$ cat config.mk
export PLATFORM = sky130hd
export DESIGN_NAME = button_event_gen
export DESIGN_NICKNAME = d
export VERILOG_FILES = /design/src/rtl/button_event_gen.sv
export SDC_FILE = /design/constraint.sdc
export NUM_CORES = 1
export LEC_CHECK = 0
export ABC_CLOCK_PERIOD_IN_PS = 1800
export CAP_MARGIN = 20
export CORE_MARGIN = 3
export CORE_UTILIZATION = 35
export DETAILED_ROUTE_END_ITERATION = 12
export PLACE_DENSITY = 0.54
export RECOVER_POWER = 100
export REMOVE_ABC_BUFFERS = 1
export SLEW_MARGIN = 20
export SYNTH_ARGS = -nofsm -noshare
export SYNTH_HDL_FRONTEND = slang
export SYNTH_SLANG_ARGS = --single-unit
$ cat constraint.sdc
create_clock -name clk -period 1.8 [get_ports clk]
set_input_delay 0.27 -clock clk [delete_from_list [all_inputs] [get_ports clk]]
set_output_delay 0.27 -clock clk [all_outputs]
set_load 0.02 [all_outputs]
$ cat src/rtl/button_event_gen.sv
// button_event_gen: turns three debounced button levels into queued
// press / release / hold-repeat events. Each channel has a small FSM that
// posts into a one-entry pending slot. A fixed-priority arbiter moves at
// most one slot per cycle into a first-word-fall-through FIFO, which is
// drained over a valid/ready handshake.
module button_event_gen #(
  parameter int HOLD_CYCLES   = 50000000,
  parameter int REPEAT_CYCLES = 10000000,
  parameter int CNT_W         = 26,
  parameter int FIFO_DEPTH    = 4
) (
  input  logic       clk,
  input  logic       reset,
  input  logic [2:0] debounced,
  output logic       evt_valid,
  output logic [1:0] evt_chan,
  output logic [1:0] evt_type,
  input  logic       evt_ready,
  output logic       overflow
);

  localparam int AW = $clog2(FIFO_DEPTH);

  localparam logic [1:0] T_PRESS   = 2'b00;
  localparam logic [1:0] T_RELEASE = 2'b01;
  localparam logic [1:0] T_REPEAT  = 2'b10;

  localparam logic [CNT_W-1:0] HOLD_LAST = CNT_W'(HOLD_CYCLES - 1);
  localparam logic [CNT_W-1:0] REP_LAST  = CNT_W'(REPEAT_CYCLES - 1);

  typedef enum logic [1:0] {
    S_IDLE   = 2'd0,
    S_HOLD   = 2'd1,
    S_REPEAT = 2'd2
  } state_t;

  // Edge detection
  logic [2:0]       prev_q;
  logic [2:0]       rise;
  logic [2:0]       fall;

  // Per-channel FSM
  state_t           state_q [3];
  state_t           state_d [3];
  logic [CNT_W-1:0] cnt_q   [3];
  logic [CNT_W-1:0] cnt_d   [3];
  logic [2:0]       post;
  logic [1:0]       post_type [3];

  // Pending slots
  logic [2:0]       pend_vld_q;
  logic [2:0]       pend_vld_d;
  logic [1:0]       pend_type_q [3];
  logic [1:0]       pend_type_d [3];
  logic             ovf_set;
  logic             overflow_q;

  // Arbiter / FIFO
  logic             any_pend;
  logic [1:0]       sel;
  logic [3:0]       push_data;
  logic             push;
  logic             pop;
  logic             full;
  logic             empty;
  logic [AW:0]      wr_ptr_q;
  logic [AW:0]      rd_ptr_q;
  logic [3:0]       mem_q [FIFO_DEPTH];
  logic [3:0]       head;

  assign rise = debounced & ~prev_q;
  assign fall = ~debounced & prev_q;

  // Per-channel press/hold/repeat FSM; release takes priority over a terminal count.
  always_comb begin
    for (int i = 0; i < 3; i++) begin
      state_d[i]   = state_q[i];
      cnt_d[i]     = cnt_q[i];
      post[i]      = 1'b0;
      post_type[i] = T_PRESS;
      case (state_q[i])
        S_IDLE: begin
          if (rise[i]) begin
            post[i]      = 1'b1;
            post_type[i] = T_PRESS;
            cnt_d[i]     = '0;
            state_d[i]   = S_HOLD;
          end
        end
        S_HOLD: begin
          if (fall[i]) begin
            post[i]      = 1'b1;
            post_type[i] = T_RELEASE;
            cnt_d[i]     = '0;
            state_d[i]   = S_IDLE;
          end else if (cnt_q[i] == HOLD_LAST) begin
            post[i]      = 1'b1;
            post_type[i] = T_REPEAT;
            cnt_d[i]     = '0;
            state_d[i]   = S_REPEAT;
          end else begin
            cnt_d[i]     = cnt_q[i] + CNT_W'(1);
          end
        end
        S_REPEAT: begin
          if (fall[i]) begin
            post[i]      = 1'b1;
            post_type[i] = T_RELEASE;
            cnt_d[i]     = '0;
            state_d[i]   = S_IDLE;
          end else if (cnt_q[i] == REP_LAST) begin
            post[i]      = 1'b1;
            post_type[i] = T_REPEAT;
            cnt_d[i]     = '0;
          end else begin
            cnt_d[i]     = cnt_q[i] + CNT_W'(1);
          end
        end
        default: begin
          state_d[i] = S_IDLE;
          cnt_d[i]   = '0;
        end
      endcase
    end
  end

  assign empty = (wr_ptr_q == rd_ptr_q);
  assign full  = (wr_ptr_q[AW] != rd_ptr_q[AW]) &&
                 (wr_ptr_q[AW-1:0] == rd_ptr_q[AW-1:0]);
  assign pop   = evt_valid & evt_ready;

  // Fixed-priority arbiter: lowest pending channel wins a FIFO slot.
  always_comb begin
    any_pend  = 1'b0;
    sel       = 2'd0;
    push_data = 4'd0;
    for (int i = 2; i >= 0; i--) begin
      if (pend_vld_q[i]) begin
        any_pend  = 1'b1;
        sel       = 2'(i);
        push_data = {2'(i), pend_type_q[i]};
      end
    end
    push = any_pend & (~full | pop);
  end

  // Slot update: granted slot empties, new posts land; an un-drained slot hit by a post is lost.
  always_comb begin
    pend_vld_d = pend_vld_q;
    ovf_set    = 1'b0;
    for (int i = 0; i < 3; i++) begin
      pend_type_d[i] = pend_type_q[i];
    end
    if (push) begin
      pend_vld_d[sel] = 1'b0;
    end
    for (int i = 0; i < 3; i++) begin
      if (post[i]) begin
        if (pend_vld_q[i] && !(push && (sel == 2'(i)))) begin
          ovf_set = 1'b1;
        end
        pend_vld_d[i]  = 1'b1;
        pend_type_d[i] = post_type[i];
      end
    end
  end

  // Control state: edge history, FSMs, slot flags, FIFO pointers, sticky overflow.
  always_ff @(posedge clk) begin
    if (reset) begin
      prev_q     <= '0;
      pend_vld_q <= '0;
      wr_ptr_q   <= '0;
      rd_ptr_q   <= '0;
      overflow_q <= 1'b0;
      for (int i = 0; i < 3; i++) begin
        state_q[i] <= S_IDLE;
        cnt_q[i]   <= '0;
      end
    end else begin
      prev_q     <= debounced;
      pend_vld_q <= pend_vld_d;
      for (int i = 0; i < 3; i++) begin
        state_q[i] <= state_d[i];
        cnt_q[i]   <= cnt_d[i];
      end
      if (push) begin
        wr_ptr_q <= wr_ptr_q + (AW+1)'(1);
      end
      if (pop) begin
        rd_ptr_q <= rd_ptr_q + (AW+1)'(1);
      end
      if (ovf_set) begin
        overflow_q <= 1'b1;
      end
    end
  end

  // Payload storage: slot types and FIFO entries, qualified by the control flags.
  always_ff @(posedge clk) begin
    for (int i = 0; i < 3; i++) begin
      pend_type_q[i] <= pend_type_d[i];
    end
    if (push) begin
      mem_q[wr_ptr_q[AW-1:0]] <= push_data;
    end
  end

  assign head      = mem_q[rd_ptr_q[AW-1:0]];
  assign evt_valid = ~empty;
  assign evt_chan  = evt_valid ? head[3:2] : 2'd0;
  assign evt_type  = evt_valid ? head[1:0] : 2'd0;
  assign overflow  = overflow_q;

endmodule

==> out/qor.csv <==
stage,metric,value,unit
sta,fmax,0.498,GHz
floorplanning,die_w,139,um
sta,finalHoldViolations,0,
synth,ys_ff_latch,121,
cts,holdBufCountCts,0,
cts,cts_sinks,121,
place,dpl.cell_count,1056,
critical_path,critPathTopFamily,simple AND/OR/NAND/NOR gates,
global_routing,grt_overflow,0,
pwr,powerDensity,815,nW/um^2
sta,clock_skew,0.00925,ns
sta,finalSetupTns,-11.30,ns
drt,drt_iter0_markers,235,
run_status,status,"complete, but fails checks",
critical_path,regToRegSetupSlack,-0.21,ns
critical_path,critPathArrivalTime,2.30,ns
floorplanning,rows,47,
cts,cts-root-buf,clkbuf_16,
sta,slew_headroom,50.3,%
cts,clk_pin_slew_worst_paths,0.06,ns
global_routing,grt_max_degree,17,
pwr,peakVddDrop,833,uV
synth,syn_inst,673,
global_routing,grt_pass1_vias,5777,
cts,cts-htree-levels,4,
floorplanning,io_pins,12,
critical_path,rr_startpoint,cnt_q[0][59],
synth,ys_async_sr_fraction,0,%
cts,insertion_delay,0.42,ns
critical_path,cp_cell_sequence,"nor4bb_4, buf_4, nand4_1, o21ai_4, a21oi_4, o21ai_2, buf_6, buf_12, nor2_4",
cts,cts_tree,yes,
drt,detail_route.vias_per_cell,5.09,
global_routing,grtUsageTotal,16.7,%
drt,first_pass_iters,5,
final_layout,drive_above_1_share,46.2,%
global_routing,grt_pass1_wl,26.7,mm
drt,vias,5689,
synth,synthFlopType,dfxtp_1,
synth,avgSynthCellArea,9.14,sq um
floorplanning,core,16900,sq um
drt,wire_per_inst,14.9,um
critical_path,path_buf_inv,3,
sta,min_period_over_period,112,%
floorplanning,fp.dieArea,19200,sq um
critical_path,cp-start-kind,flip-flop,
critical_path,crit_start,cnt_q[0][59],
critical_path,critical-path-max-stage-delay,0.34,ns
drt,top_layer_used,met4,
worst_hold_path,hold_start,debounced[1],
final_layout,stdcell_count,1118,
cts,clk_path_buf_depth,2,
final_layout,area_growth,57.2,%
drt,drc,0,
sta,fin_ws,-0.210,ns
synth,synth-edff-count,22,
drt,wl_met2,8.51,mm
drt,wl_met1,7.44,mm
final_layout,fillers,1418,
synth,seq_area_frac_synth,43.0,%
critical_path,critPathMaxFanout,6,
sta,tightestPinTransition,0.745,ns
sta,finalSetupViolCount,91,
drt,met3RoutedLength,453,um
synth,synth_area,6150,sq um
floorplanning,die_y,139,um
floorplanning,initial_core_util,36.4,%
sta,period_needed,2.01,ns
critical_path,cp.required,2.09,ns
global_routing,antenna_found_initial,0,
critical_path,cp_slowest_cell,dfxtp_2,
critical_path,worstSetupEndpointType,flip-flop,
sta,drv_slew,0,
synth,ys_types,73,
drt,wl,16.7,mm
pwr,leakage,0.00354,uW
final_layout,n_antenna_cell,0,
cts,cts_buffers,17,
place,hpwl,10.8,mm
final_layout,nets,911,
worst_hold_path,holdCritPathClass,in -> reg,
critical_path,crit_type,reg -> reg,
synth,yosysWarnings,0,
flow_run,maxCapViolations,0,
place,gp_congestion,0.860,
drt,ant_nets,0,
sta,rsz0062_at_grt,yes,
run_status,violations,negative setup slack,
place,io_buffers,11,
per-stage QoR:
stage               hold slack [ns]  setup WS (ns)  area (sq um)  power, uW  utilization, %
floorplan                     0.339         -0.160          6070       3580               -
global placement              0.498         -0.409          7720       4090            45.7
detailed placement            0.514         -0.463          7720       4120            45.7
CTS                           0.507         -0.247          9010       7710            53.4
global route                  0.515         -0.352          9670       8180            57.3
finish                        0.527         -0.210          9670       7880            57.3
kinds of logic (layout without fill, tap and decap cells):
logic type,count (synthesis),after routing,share of synthesized area (%)
buf+inv,39,261,2.75
mux,6,6,1.79
simple gates,336,336,29.0
compound gates,85,88,10.1
xor+xnor,66,66,9.40
flops,121,121,43.0
fa+ha+maj,20,20,4.07
state kept, by name, summed over array words and instances, names as in the netlist, named ones only:
signal / cells
pend_type_q: 6
wr_ptr_q: 3
rd_ptr_q: 3
overflow: 1
pend_vld_q: 3
cnt_q: 78
prev_q: 3
state_q: 6
mem_q: 16
per-layer routing:
| layer | vias to the layer above | GRT usage, % |
|---|---|---|
| met2 | 73 | 28.3 |
| met5 | - | 0 |
| met3 | 22 | 4.00 |
| met4 | 0 | 6.55 |
| li1 | 2820 | - |
| met1 | 2774 | 20.5 |
power by group:
part | leakage [uW] | internal (uW) | total, uW | switching [uW]
Sequential | 0.00102 | 2870 | 2940 | 73.1
Combinational | 0.00224 | 770 | 1550 | 776
Clock | 0.000285 | 2060 | 3390 | 1330
Total | 0.00354 | 5700 | 7880 | 2180
Yosys cell counts, types with 3 or more instances:
library cell | n | area, sq um
dfxtp_1 | 99 | 1980
nor2_1 | 94 | 353
nand2_1 | 60 | 225
nand3_1 | 43 | 215
xnor2_1 | 36 | 315
xor2_1 | 30 | 263
a21oi_1 | 26 | 130
inv_1 | 24 | 90.1
edfxtp_1 | 22 | 661
ha_1 | 20 | 250
and2_1 | 19 | 119
nand4_1 | 16 | 100
nor3_1 | 16 | 80.1
and3_1 | 15 | 93.8
and4_1 | 11 | 96.3
o21ai_0 | 11 | 55.1
nor2b_1 | 10 | 62.6
clkbuf_1 | 8 | 30.0
nand2b_1 | 8 | 50.1
or3_1 | 8 | 50.1
a31oi_1 | 6 | 37.5
nand3b_1 | 6 | 45.0
o31ai_1 | 6 | 45.0
mux4_2 | 4 | 90.1
nor4_1 | 4 | 25.0
nor4bb_1 | 4 | 40.0
o311ai_1 | 4 | 35.0
a211oi_1 | 3 | 22.5
nor4_2 | 3 | 37.5
nor4b_1 | 3 | 26.3
or4b_1 | 3 | 30.0
area by class of cell:
| cell class | instances | area (sq um) | share of cell area, % |
|---|---|---|---|
| Multi-Input combinational cell | 516 | 4330 | 44.8 |
| Sequential cell | 121 | 2680 | 27.7 |
| Timing Repair Buffer | 204 | 1700 | 17.6 |
| Clock buffer | 17 | 425 | 4.40 |
| Tap cell | 220 | 275 | 2.85 |
| Clock inverter | 15 | 164 | 1.70 |
| Inverter | 25 | 93.8 | 0.971 |
worst paths after layout:
path	end	cells past startpoint
setup reg to reg	cnt_q[0][67]	9
hold / removal	prev_q[1]	2
hold reg to reg	state_q[0][1]	2
setup / recovery	cnt_q[0][67]	9
cell usage in the layout (no fill, tap or decap), drive strengths merged, types with 7 or more instances in the layout:
| cell | count |
|---|---|
| o21ai | 15 |
| nor2b | 10 |
| clkbuf | 24 |
| nand3 | 43 |
| and3 | 15 |
| ha | 20 |
| clkinv | 7 |
| xnor2 | 36 |
| nand2 | 61 |
| nor2 | 94 |
| nand4 | 17 |
| a21oi | 27 |
| edfxtp | 22 |
| and2 | 20 |
| and4 | 11 |
| nor3 | 17 |
| inv | 29 |
| dfxtp | 99 |
| nand2b | 8 |
| buf | 191 |
| or3 | 8 |
| xor2 | 30 |
| nor4 | 8 |
what timing repair did:
action	in CTS	in global routing
buffers inserted	21	12
resized for setup	123	181
pin swaps	53	108
gates cloned	7	0
endpoints found under the setup margin	96	113
Power figures use the tool's default switching activity.
